`config.mk`:
```
export PLATFORM = sky130hd
export DESIGN_NAME = keypad_scanner
export DESIGN_NICKNAME = d
export VERILOG_FILES = /design/src/rtl/keypad_pkg.sv /design/src/rtl/keypad_row_scan.sv /design/src/rtl/keypad_scanner.sv
export SDC_FILE = /design/constraint.sdc
export NUM_CORES = 1
export LEC_CHECK = 0
export BUFFER_PORTS_ARGS = -buffer_cell sky130_fd_sc_hd__buf_2
export CAP_MARGIN = 15
export CORE_MARGIN = 2
export CORE_UTILIZATION = 31
export CTS_BUF_LIST = sky130_fd_sc_hd__clkbuf_4 sky130_fd_sc_hd__clkbuf_8 sky130_fd_sc_hd__clkbuf_16
export DETAILED_ROUTE_END_ITERATION = 10
export HOLD_SLACK_MARGIN = 0.06
export PLACE_DENSITY = 0.5
export SLEW_MARGIN = 20
export SYNTH_ARGS = -nofsm -noshare
export SYNTH_HDL_FRONTEND = slang
export SYNTH_SLANG_ARGS = --single-unit
```
`constraint.sdc`:
```
create_clock -name clk -period 3.92 [get_ports clk]
set_input_delay 0.784 -clock clk [delete_from_list [all_inputs] [get_ports clk]]
set_output_delay 0.784 -clock clk [all_outputs]
set_load 0.05 [all_outputs]
```
`src/rtl/keypad_pkg.sv`:
```
// Shared types for the keypad scanner: debounce FSM states, per-frame scan result
// and the key-code width helper.
package keypad_pkg;

  typedef enum logic [1:0] {IDLE, DEBOUNCE, PRESSED, RELEASE} kp_state_e;

  typedef enum logic [1:0] {NONE, SINGLE, MULTI} frame_kind_e;

  function automatic int code_width(input int n_keys);
    return (n_keys > 1) ? $clog2(n_keys) : 1;
  endfunction

endpackage

```
`src/rtl/keypad_row_scan.sv`:
```
// Row driver and column sampler: synchronises the columns, dwells on each row, and
// classifies every full scan frame as NONE, SINGLE(code) or MULTI.
module keypad_row_scan
  import keypad_pkg::*;
#(
  parameter int ROWS     = 4,
  parameter int COLS     = 4,
  parameter int SCAN_DIV = 1000,
  parameter int CW       = 4
) (
  input  logic            clk,
  input  logic            reset,
  input  logic [COLS-1:0] key_col_i,
  output logic [ROWS-1:0] key_row_o,
  output logic            frame_done_o,
  output frame_kind_e     frame_kind_o,
  output logic [CW-1:0]   frame_code_o
);

  localparam int RIW = $clog2(ROWS);
  localparam int DVW = $clog2(SCAN_DIV);

  logic [COLS-1:0] col_s1_q, col_s2_q;
  logic [DVW-1:0]  dwell_q;
  logic [RIW-1:0]  row_q;
  logic [1:0]      acc_n_q;
  logic [CW-1:0]   acc_code_q;

  logic            tc, last_row;
  logic [1:0]      row_n, tot_n;
  logic [2:0]      sum_n;
  logic [CW-1:0]   row_code;

  assign tc           = (dwell_q == DVW'(SCAN_DIV - 1));
  assign last_row     = (row_q == RIW'(ROWS - 1));
  assign key_row_o    = ~(ROWS'(1) << row_q);
  assign frame_done_o = tc && last_row;

  // Active-key count saturates at 2: only "none / one / more" matters.
  always_comb begin
    row_n    = 2'd0;
    row_code = '0;
    for (int c = 0; c < COLS; c++) begin
      if (!col_s2_q[c]) begin
        if (row_n != 2'd2) row_n = row_n + 2'd1;
        row_code = CW'(int'(row_q) * COLS + c);
      end
    end
    sum_n        = {1'b0, acc_n_q} + {1'b0, row_n};
    tot_n        = (sum_n > 3'd2) ? 2'd2 : sum_n[1:0];
    frame_code_o = (acc_n_q != 2'd0) ? acc_code_q : row_code;
    case (tot_n)
      2'd0:    frame_kind_o = NONE;
      2'd1:    frame_kind_o = SINGLE;
      default: frame_kind_o = MULTI;
    endcase
  end

  always_ff @(posedge clk or negedge reset) begin
    if (!reset) begin
      col_s1_q   <= '1;
      col_s2_q   <= '1;
      dwell_q    <= '0;
      row_q      <= '0;
      acc_n_q    <= '0;
      acc_code_q <= '0;
    end else begin
      col_s1_q <= key_col_i;
      col_s2_q <= col_s1_q;
      if (tc) begin
        dwell_q <= '0;
        if (last_row) begin
          row_q      <= '0;
          acc_n_q    <= '0;
          acc_code_q <= '0;
        end else begin
          row_q      <= row_q + RIW'(1);
          acc_n_q    <= tot_n;
          acc_code_q <= frame_code_o;
        end
      end else begin
        dwell_q <= dwell_q + DVW'(1);
      end
    end
  end

endmodule

```
`src/rtl/keypad_scanner.sv`:
```
// Matrix keypad scanner top: frame-level debounce FSM and output registers.
// Optional auto-repeat is built when KEYPAD_REPEAT_EN is defined.
//
//  state    | meaning
//  IDLE     | no key accepted, waiting for a single key
//  DEBOUNCE | counting identical single-key frames for a candidate
//  PRESSED  | key accepted, key_held high, rollover locked
//  RELEASE  | counting empty frames before dropping key_held
module keypad_scanner
  import keypad_pkg::*;
#(
  parameter int ROWS            = 4,
  parameter int COLS            = 4,
  parameter int SCAN_DIV        = 1000,
  parameter int DEBOUNCE_FRAMES = 4,
  parameter int REPEAT_DELAY    = 50,
  parameter int REPEAT_RATE     = 10,
  localparam int CW             = code_width(ROWS * COLS)
) (
  input  logic            clk,
  input  logic            reset,
  input  logic [COLS-1:0] key_col,
  output logic [ROWS-1:0] key_row,
  output logic [CW-1:0]   key_code,
  output logic            key_valid,
  output logic            key_held,
  output logic            multi_key
);

  localparam int DW = $clog2(DEBOUNCE_FRAMES + 1);
  localparam logic [DW-1:0] DF  = DW'(DEBOUNCE_FRAMES);
  localparam logic [DW-1:0] ONE = DW'(1);

  logic          frame_done;
  frame_kind_e   frame_kind;
  logic [CW-1:0] frame_code;

  kp_state_e     state_q, state_d;
  logic [CW-1:0] cand_q, cand_d, code_q, code_d, acc_code;
  logic [DW-1:0] cnt_q, cnt_d;
  logic          valid_q, valid_d, held_q, held_d, multi_q, multi_d;
  logic          accept, rep_fire;

  keypad_row_scan #(
    .ROWS(ROWS), .COLS(COLS), .SCAN_DIV(SCAN_DIV), .CW(CW)
  ) u_scan (
    .clk(clk), .reset(reset), .key_col_i(key_col), .key_row_o(key_row),
    .frame_done_o(frame_done), .frame_kind_o(frame_kind), .frame_code_o(frame_code)
  );

  always_comb begin
    state_d  = state_q;
    cand_d   = cand_q;
    cnt_d    = cnt_q;
    code_d   = code_q;
    held_d   = held_q;
    multi_d  = multi_q;
    valid_d  = 1'b0;
    accept   = 1'b0;
    acc_code = frame_code;
    if (frame_done) begin
      multi_d = (frame_kind == MULTI);
      case (state_q)
        IDLE: begin
          if (frame_kind == SINGLE) begin
            if (DEBOUNCE_FRAMES == 1) accept = 1'b1;
            else begin
              state_d = DEBOUNCE;
              cand_d  = frame_code;
              cnt_d   = ONE;
            end
          end
        end
        DEBOUNCE: begin
          if (frame_kind == SINGLE && frame_code == cand_q) begin
            if (cnt_q + ONE == DF) begin
              accept   = 1'b1;
              acc_code = cand_q;
            end else cnt_d = cnt_q + ONE;
          end else if (frame_kind == SINGLE) begin
            cand_d = frame_code;
            cnt_d  = ONE;
          end else begin
            state_d = IDLE;
            cnt_d   = '0;
          end
        end
        PRESSED: begin
          if (!((frame_kind == SINGLE && frame_code == code_q) || frame_kind == MULTI)) begin
            if (DEBOUNCE_FRAMES == 1) begin
              state_d = IDLE;
              held_d  = 1'b0;
              cnt_d   = '0;
            end else begin
              state_d = RELEASE;
              cnt_d   = ONE;
            end
          end
        end
        RELEASE: begin
          if (frame_kind == NONE) begin
            if (cnt_q + ONE == DF) begin
              state_d = IDLE;
              held_d  = 1'b0;
              cnt_d   = '0;
            end else cnt_d = cnt_q + ONE;
          end else if (frame_kind == SINGLE && frame_code == code_q) begin
            state_d = PRESSED;
            cnt_d   = '0;
          end else cnt_d = ONE;
        end
        default: state_d = IDLE;
      endcase
      if (accept) begin
        state_d = PRESSED;
        code_d  = acc_code;
        valid_d = 1'b1;
        held_d  = 1'b1;
        cnt_d   = '0;
      end
    end
  end

`ifdef KEYPAD_REPEAT_EN
  localparam int RMAX = (REPEAT_DELAY > REPEAT_RATE) ? REPEAT_DELAY : REPEAT_RATE;
  localparam int RW   = $clog2(RMAX + 1);

  logic [RW-1:0] rep_cnt_q, rep_cnt_d, rep_next;
  logic          rep_started_q, rep_started_d;

  // Counter only advances on frames where the FSM stays in PRESSED; any entry resets it.
  always_comb begin
    rep_cnt_d     = rep_cnt_q;
    rep_started_d = rep_started_q;
    rep_fire      = 1'b0;
    rep_next      = rep_cnt_q + RW'(1);
    if (state_q != PRESSED || state_d != PRESSED) begin
      rep_cnt_d     = '0;
      rep_started_d = 1'b0;
    end else if (frame_done) begin
      if ((!rep_started_q && rep_next == RW'(REPEAT_DELAY)) ||
          (rep_started_q && rep_next == RW'(REPEAT_RATE))) begin
        rep_fire      = 1'b1;
        rep_cnt_d     = '0;
        rep_started_d = 1'b1;
      end else rep_cnt_d = rep_next;
    end
  end

  always_ff @(posedge clk or negedge reset) begin
    if (!reset) begin
      rep_cnt_q     <= '0;
      rep_started_q <= 1'b0;
    end else begin
      rep_cnt_q     <= rep_cnt_d;
      rep_started_q <= rep_started_d;
    end
  end
`else
  assign rep_fire = 1'b0;
  if (REPEAT_DELAY < 1 || REPEAT_RATE < 1) begin : g_repeat_params_unused
  end
`endif

  always_ff @(posedge clk or negedge reset) begin
    if (!reset) begin
      state_q <= IDLE;
      cand_q  <= '0;
      cnt_q   <= '0;
      code_q  <= '0;
      valid_q <= 1'b0;
      held_q  <= 1'b0;
      multi_q <= 1'b0;
    end else begin
      state_q <= state_d;
      cand_q  <= cand_d;
      cnt_q   <= cnt_d;
      code_q  <= code_d;
      valid_q <= valid_d | rep_fire;
      held_q  <= held_d;
      multi_q <= multi_d;
    end
  end

  assign key_code  = code_q;
  assign key_valid = valid_q;
  assign key_held  = held_q;
  assign multi_key = multi_q;

endmodule

```
==> metrics.csv, run 1 <==
stage,metric,value,unit
final_layout,register_area,1061,µm²
synth,yosysUniqueCellTypes,64,
setup_path,crit_path_end_kind,flop,
power,p_leak,0.001247,µW
clock_tree,cts_root_buffer,clkbuf_8,
run_status,outcome,"complete, no violations",
power,p_per_area,277.6,nW/µm²
synth,synth_top_area_cell,dfrtp_1,
drt,routed_wl,5139,µm
drt,dr_wl_met2,2353,µm
floorplanning,start_util,32.28,%
final_layout,syn_to_final_growth,12.02,%
setup_path,cp_cell_sequence,inv_1 > ha_1 > mux2i_2 > ha_1 > nor2_1 > a21oi_1 > ha_1 > inv_1 > fa_1 > nand3_1 > nor3b_1 > o2111ai_1 > or3_4 > and2_1 > o41ai_2,
setup_path,critPathTopFamily,adder cells,
final_layout,final_net_count,287,
grt,grt_pass1_wl,8542,µm
final_layout,diodes,0,
drt,via_per_inst,5.030,
timing,fin_setup_tns,0,ns
timing,hold_viol,0,
synth,synth_top_area_share,33.76,%
floorplanning,core,7807,µm²
final_layout,fillCellCount,804,
placement,pre_cts_ws,0.1696,ns
timing,max_freq,277.7,MHz
floorplanning,ios,17,
synth,ys.warnings.count,0,
timing,finalCritPeriodShare,91.87,%
clock_tree,path_clk_slew,0.08,ns
setup_path,cpMaxStageDelayCell,dfstp_2,
final_layout,final_core_util,36.15,%
drt,wl_per_cell,13.85,µm
grt,grt_pass1_vias,1682,
floorplanning,rows,32,
synth,async_flop_share,100.0,%
setup_path,critPathMaxFanout,5,
synth,ys_seq_elements,42,
timing,layout_setup_ws,0.3186,ns
final_layout,drive_above_1_share,25.28,%
synth,syn_avg_cell_area,10.20,µm²
timing,period_minus_slack,3.601,ns
floorplanning,die_x,94.16,µm
floorplanning,dieArea,8866,µm²
drt,final_antenna_net_count,0,
clock_tree,clock_latency,0.30,ns
grt,grt-ovfl-total,0,
power,vdd_drop_max,0.0001401,V
timing,setup_viol,0,
setup_path,timing.critical_path.buf_inv,2,
placement,gp_congestion,0.7339,
drt,vias,1866,
placement,hpwl,3738,µm
worst_hold_path,hp-class,reg -> reg,
final_layout,layout_common_cells,"dfrtp_1 (34), nand2_1 (21), nor2_1 (19)",
drt,routed.top_layer,met4,
clock_tree,cts_buffer_depth,2,
timing,max_slew_margin,49.75,%
run,maxCapViolations,0,
timing,worst_pin_slew,0.7480,ns
drt,wl_met1,2569,µm
final_layout,final_common_cell,dfrtp_1,
setup_path,required,4.12,ns
setup_path,critPathMostFrequentCell,ha_1,
synth,synth_nets,266,
timing,hold-worst-slack,0.3574,ns
synth,synth_flop_cell,dfrtp_1,
clock_tree,htree_levels,2,
clock_tree,cts-hold-fix-buffers,0,
floorplanning,die_h,94.16,µm
clock_tree,cts_sinks,42,
drt,drt_iter0_drc,86,
drt,dr.pass1.iters,5,
placement,port_buffers,16,
setup_path,cp.arrival,3.81,ns
drt,route.met3.wl,148,µm
synth,synthCells,247,
grt,grt_use_total,12.39,%
synth,syn-cell-area,2520,µm²
timing,final_max_slew_viol_count,0,
timing,rsz0062_at_grt,no,
grt,grt_max_degree,43,
setup_path,worstSetupPathType,reg -> reg,
synth,yosys-top-cells-area,"dfrtp_1 (34%), dfstp_2 (8.3%), ha_1 (6.0%)",
synth,synth_edf_count,0,
setup_path,crit_path_start_kind,flop,
final_layout,multiInputGateArea,1373,µm²
timing,finalClockSkew,0.009851,ns
drt,post-route-drc-count,0,
grt,antenna_found_initial,0,
clock_tree,numCtsBuffers,5,
clock_tree,cts_tree,done,
synth,ys_seq_area_share,42.11,%
setup_path,slowest_delay,0.57,ns
-- Yosys cell counts (2+ instances only) --
cell        n
mux2_2      2
nand4_1     3
o2111ai_1   2
and3_1      2
o21a_1      3
a211o_1     2
clkbuf_1    3
dfrtp_1    34
mux2i_1     3
buf_6       3
and2_1      3
nor2_1     19
o211a_1     2
or2b_2      2
a211oi_1    2
a22oi_1     2
o211ai_1    2
a21oi_1     7
nand2b_1    3
nor3_1      5
ha_1       12
nand2_2     2
o21ba_2     2
mux2_4      4
xnor2_1     5
o41ai_1     3
o31ai_1     3
o21ai_0    14
xor2_1      5
or2_2       3
dfstp_2     8
a21o_1      5
nor3b_1     2
inv_1      12
nand3_1    14
nand2_1    21
-- worst reg2reg max path: stages, from the launching register on --
cell       delay [ns]
dfstp_2          0.57
inv_1            0.05
ha_1             0.30
mux2i_2          0.18
ha_1             0.17
nor2_1           0.03
a21oi_1          0.14
ha_1             0.17
inv_1            0.05
fa_1             0.53
nand3_1          0.12
nor3b_1          0.21
o2111ai_1        0.16
or3_4            0.39
and2_1           0.16
o41ai_2          0.27
-- registers in the layout, summed over array words and instances, names as in the netlist, 3 cells and up --
signal and flops:
cnt_q 3, u_scan.col_s1_q 4, key_code 4, u_scan.col_s2_q 4
cand_q 4, u_scan.acc_code_q 4, u_scan.dwell_q 10
-- layout make-up --
| class | instances | area share, % |
|---|---|---|
| well taps | 102 | 4.521 |
| multi-input cells | 184 | 48.63 |
| clock inverters | 3 | 0.5762 |
| inverters | 13 | 1.729 |
| clock buffers | 5 | 2.438 |
| flip-flops and latches | 42 | 37.59 |
| repair buffers | 22 | 4.521 |
-- timing repair --
item | in CTS | in global routing
endpoints found under the setup margin | 0 | 6
gates resized for setup | 0 | 4
setup buffers | 0 | 2
-- kinds of logic after synthesis --
| logic type | count (synthesis) | share of synthesized area [%] |
|---|---|---|
| AO/OA/AOI/OAI | 61 | 18.52 |
| AND/OR/NAND/NOR | 91 | 20.46 |
| flip-flops | 42 | 42.11 |
| XOR/XNOR | 10 | 3.476 |
| multiplexers | 9 | 4.469 |
| buffers and inverters | 21 | 4.220 |
| adder cells (fa/ha/maj) | 13 | 6.753 |
-- report_power, final --
part           switching [µW]  internal, µW  leakage, µW
Sequential               5.07           441     0.000545
Clock                     160           122    0.0000416
Combinational            34.2          21.7     0.000661
Total                     199           585      0.00125
-- worst paths after layout --
kind	start	endpoint	slack, ns	cells after the start
setup / recovery	u_scan.col_s2_q[0]	cnt_q[1]	0.32	15
hold / removal	u_scan.col_s1_q[3]	u_scan.col_s2_q[3]	0.36	0
setup reg to reg	u_scan.col_s2_q[0]	cnt_q[1]	0.32	15
hold reg to reg	u_scan.col_s1_q[3]	u_scan.col_s2_q[3]	0.36	0
max in group asynchronous	reset	u_scan.col_s1_q[3]	3.07	1
min in group asynchronous	reset	u_scan.dwell_q[1]	0.46	1
-- stage by stage --
stage	cell area, µm²	cells	power [µW]
floorplan	2520	247	484.2
global placement	2700	361	507.1
detailed placement	2700	361	508.2
CTS	2785	369	798.8
global route	2823	371	825.9
finish	2823	371	783.5
-- routing by layer --
metal  track usage, %  vias up
met1            17.21      893
met2            19.52       29
met5                0        -
li1                 -      937
met3            2.408        7
met4            3.623        0
(Power assumes the default switching activity.)
==> inputs of run 2 (changes only) <==
CELL_PAD_IN_SITES_DETAIL_PLACEMENT = 0   (was default)
CELL_PAD_IN_SITES_GLOBAL_PLACEMENT = 1   (was default)
PLACE_DENSITY = 0.6   (was 0.5)
==> run 2 against run 1 <==
Total power increased by 11%. Clock skew decreased by 0.0011 ns. Clock-buffer cell count grew 2. Hold slack about the same. Final cell count is 0.27% lower. Non-clock buffer count decreased by 1. Cell area is 1.4% higher. Critical path type unchanged. Largest cell class unchanged.
==> metrics.csv, run 2 (synthesis results as in run 1) <==
stage,metric,value,unit
run_status,outcome,"complete, no violations",
setup_path,critPathTopFamily,adder cells,
setup_path,required,4.11,ns
grt,grt_pass1_wl,9487,µm
final_layout,largest_register,u_scan.dwell_q,
final_layout,final_net_count,286,
final_layout,diodes,0,
final_layout,fillCellCount,798,
setup_path,critPathMostFrequentCell,ha_1,
placement,gp_congestion,0.7457,
floorplanning,die_h,94.16,µm
drt,routed_wl,5433,µm
clock_tree,cts_root_buffer,clkbuf_8,
timing,max_freq,277.1,MHz
setup_path,timing.critical_path.buf_inv,2,
clock_tree,numCtsBuffers,5,
clock_tree,path_clk_slew,0.08,ns
floorplanning,start_util,32.28,%
timing,setup_viol,0,
timing,period_minus_slack,3.609,ns
clock_tree,cts_tree,done,
setup_path,worstSetupPathType,reg -> reg,
drt,final_antenna_net_count,0,
setup_path,cp.arrival,3.80,ns
timing,hold_viol,0,
final_layout,final_common_cell,dfrtp_1,
setup_path,crit_path_start_kind,flop,
timing,final_max_slew_viol_count,0,
clock_tree,cts_buffer_depth,2,
grt,grt_use_total,13.74,%
power,p_per_area,304.3,nW/µm²
timing,finalCritPeriodShare,92.08,%
drt,post-route-drc-count,0,
placement,port_buffers,16,
grt,antenna_found_initial,0,
floorplanning,dieArea,8866,µm²
final_layout,syn_to_final_growth,13.55,%
timing,rsz0062_at_grt,no,
clock_tree,cts-hold-fix-buffers,0,
power,vdd_drop_max,0.0001507,V
setup_path,critPathMaxFanout,5,
grt,grt-ovfl-total,0,
drt,via_per_inst,5.027,
floorplanning,ios,17,
grt,grt_pass1_vias,1805,
final_layout,layout_common_cells,"dfrtp_1 (34), nand2_1 (21), nor2_1 (19)",
placement,hpwl,3869,µm
placement,dp.cells,361,
grt,grt_max_degree,43,
clock_tree,cts_sinks,42,
final_layout,drive_above_1_share,26.49,%
floorplanning,die_x,94.16,µm
setup_path,crit_path_end_kind,flop,
drt,wl_per_cell,14.68,µm
power,p_leak,0.001261,µW
timing,max_slew_margin,49.78,%
worst_hold_path,hp-class,reg -> reg,
setup_path,cpMaxStageDelayCell,dfstp_2,
timing,finalClockSkew,0.008798,ns
timing,layout_setup_ws,0.3106,ns
clock_tree,htree_levels,2,
setup_path,cp_cell_sequence,inv_1 > ha_1 > mux2i_2 > ha_1 > nor2_1 > a21oi_2 > ha_1 > inv_1 > fa_1 > nand3_2 > nor3b_2 > o2111ai_1 > or3_4 > and2_1 > o41ai_1,
final_layout,largest_reg_flops,10,
timing,hold-worst-slack,0.3571,ns
timing,fin_setup_tns,0,ns
run,maxCapViolations,0,
drt,drt_iter0_drc,113,
floorplanning,rows,32,
drt,dr.pass1.iters,4,
setup_path,slowest_delay,0.58,ns
clock_tree,clock_latency,0.29,ns
placement,pre_cts_ws,0.1701,ns
final_layout,finalNonFillerCells,370,
floorplanning,core,7807,µm²
timing,worst_pin_slew,0.7475,ns
drt,vias,1860,
run 2: timing repair:
| item | in CTS | in global routing |
|---|---|---|
| endpoints found under the setup margin | 0 | 10 |
| buffers inserted | 0 | 1 |
| gates resized for setup | 0 | 7 |
run 2: worst register-to-register path, cell delays in order (launching register included):
cell and delay [ns]:
dfstp_2 0.58, inv_1 0.06, ha_1 0.30, mux2i_2 0.20, ha_1 0.18, nor2_1 0.05
a21oi_2 0.12, ha_1 0.16, inv_1 0.06, fa_1 0.55, nand3_2 0.12, nor3b_2 0.19
o2111ai_1 0.14, or3_4 0.39, and2_1 0.15, o41ai_1 0.28
run 2: final cells by class:
type,count,area (µm²),share of cell area (%)
Multi-Input combinational cell,184,1384,48.36
Inverter,13,48.80,1.705
Tap cell,102,127.6,4.460
Timing Repair Buffer,21,120.1,4.198
Clock buffer,7,90.09,3.148
Clock inverter,1,30.03,1.049
Sequential cell,42,1061,37.08
run 2: per-stage QoR:
step	utilization [%]	power (µW)	instance area (µm²)
floorplan	-	484.2	2520
global placement	34.58	507.7	2700
detailed placement	34.58	508.3	2700
CTS	36.12	884.7	2820
global route	36.65	925.0	2861
finish	36.65	870.8	2861
run 2: worst paths after layout:
check                           cells past startpoint  slack [ns]               start                  to
max in group asynchronous                           1        3.07               reset  u_scan.col_s1_q[2]
worst max-delay path                               15        0.31  u_scan.col_s2_q[0]            cnt_q[1]
min in group asynchronous                           1        0.47               reset            key_held
worst min-delay path                                0        0.36  u_scan.col_s1_q[3]  u_scan.col_s2_q[3]
worst max register to register                     15        0.31  u_scan.col_s2_q[0]            cnt_q[1]
worst min register to register                      0        0.36  u_scan.col_s1_q[3]  u_scan.col_s2_q[3]
run 2: routing by layer:
layer | wire length, µm | track usage, %
met1 | 2852 | 20.26
met2 | 2393 | 19.88
met3 | 130 | 2.889
met4 | 56 | 4.348
met5 | 0 | 0
run 2: where the power goes:
group	switching (µW)	leakage [µW]	internal (µW)	total, µW
sequential	5.61	0.000545	441	446
combinational	35.4	0.000654	22.5	57.9
clock	152	0.0000619	215	367
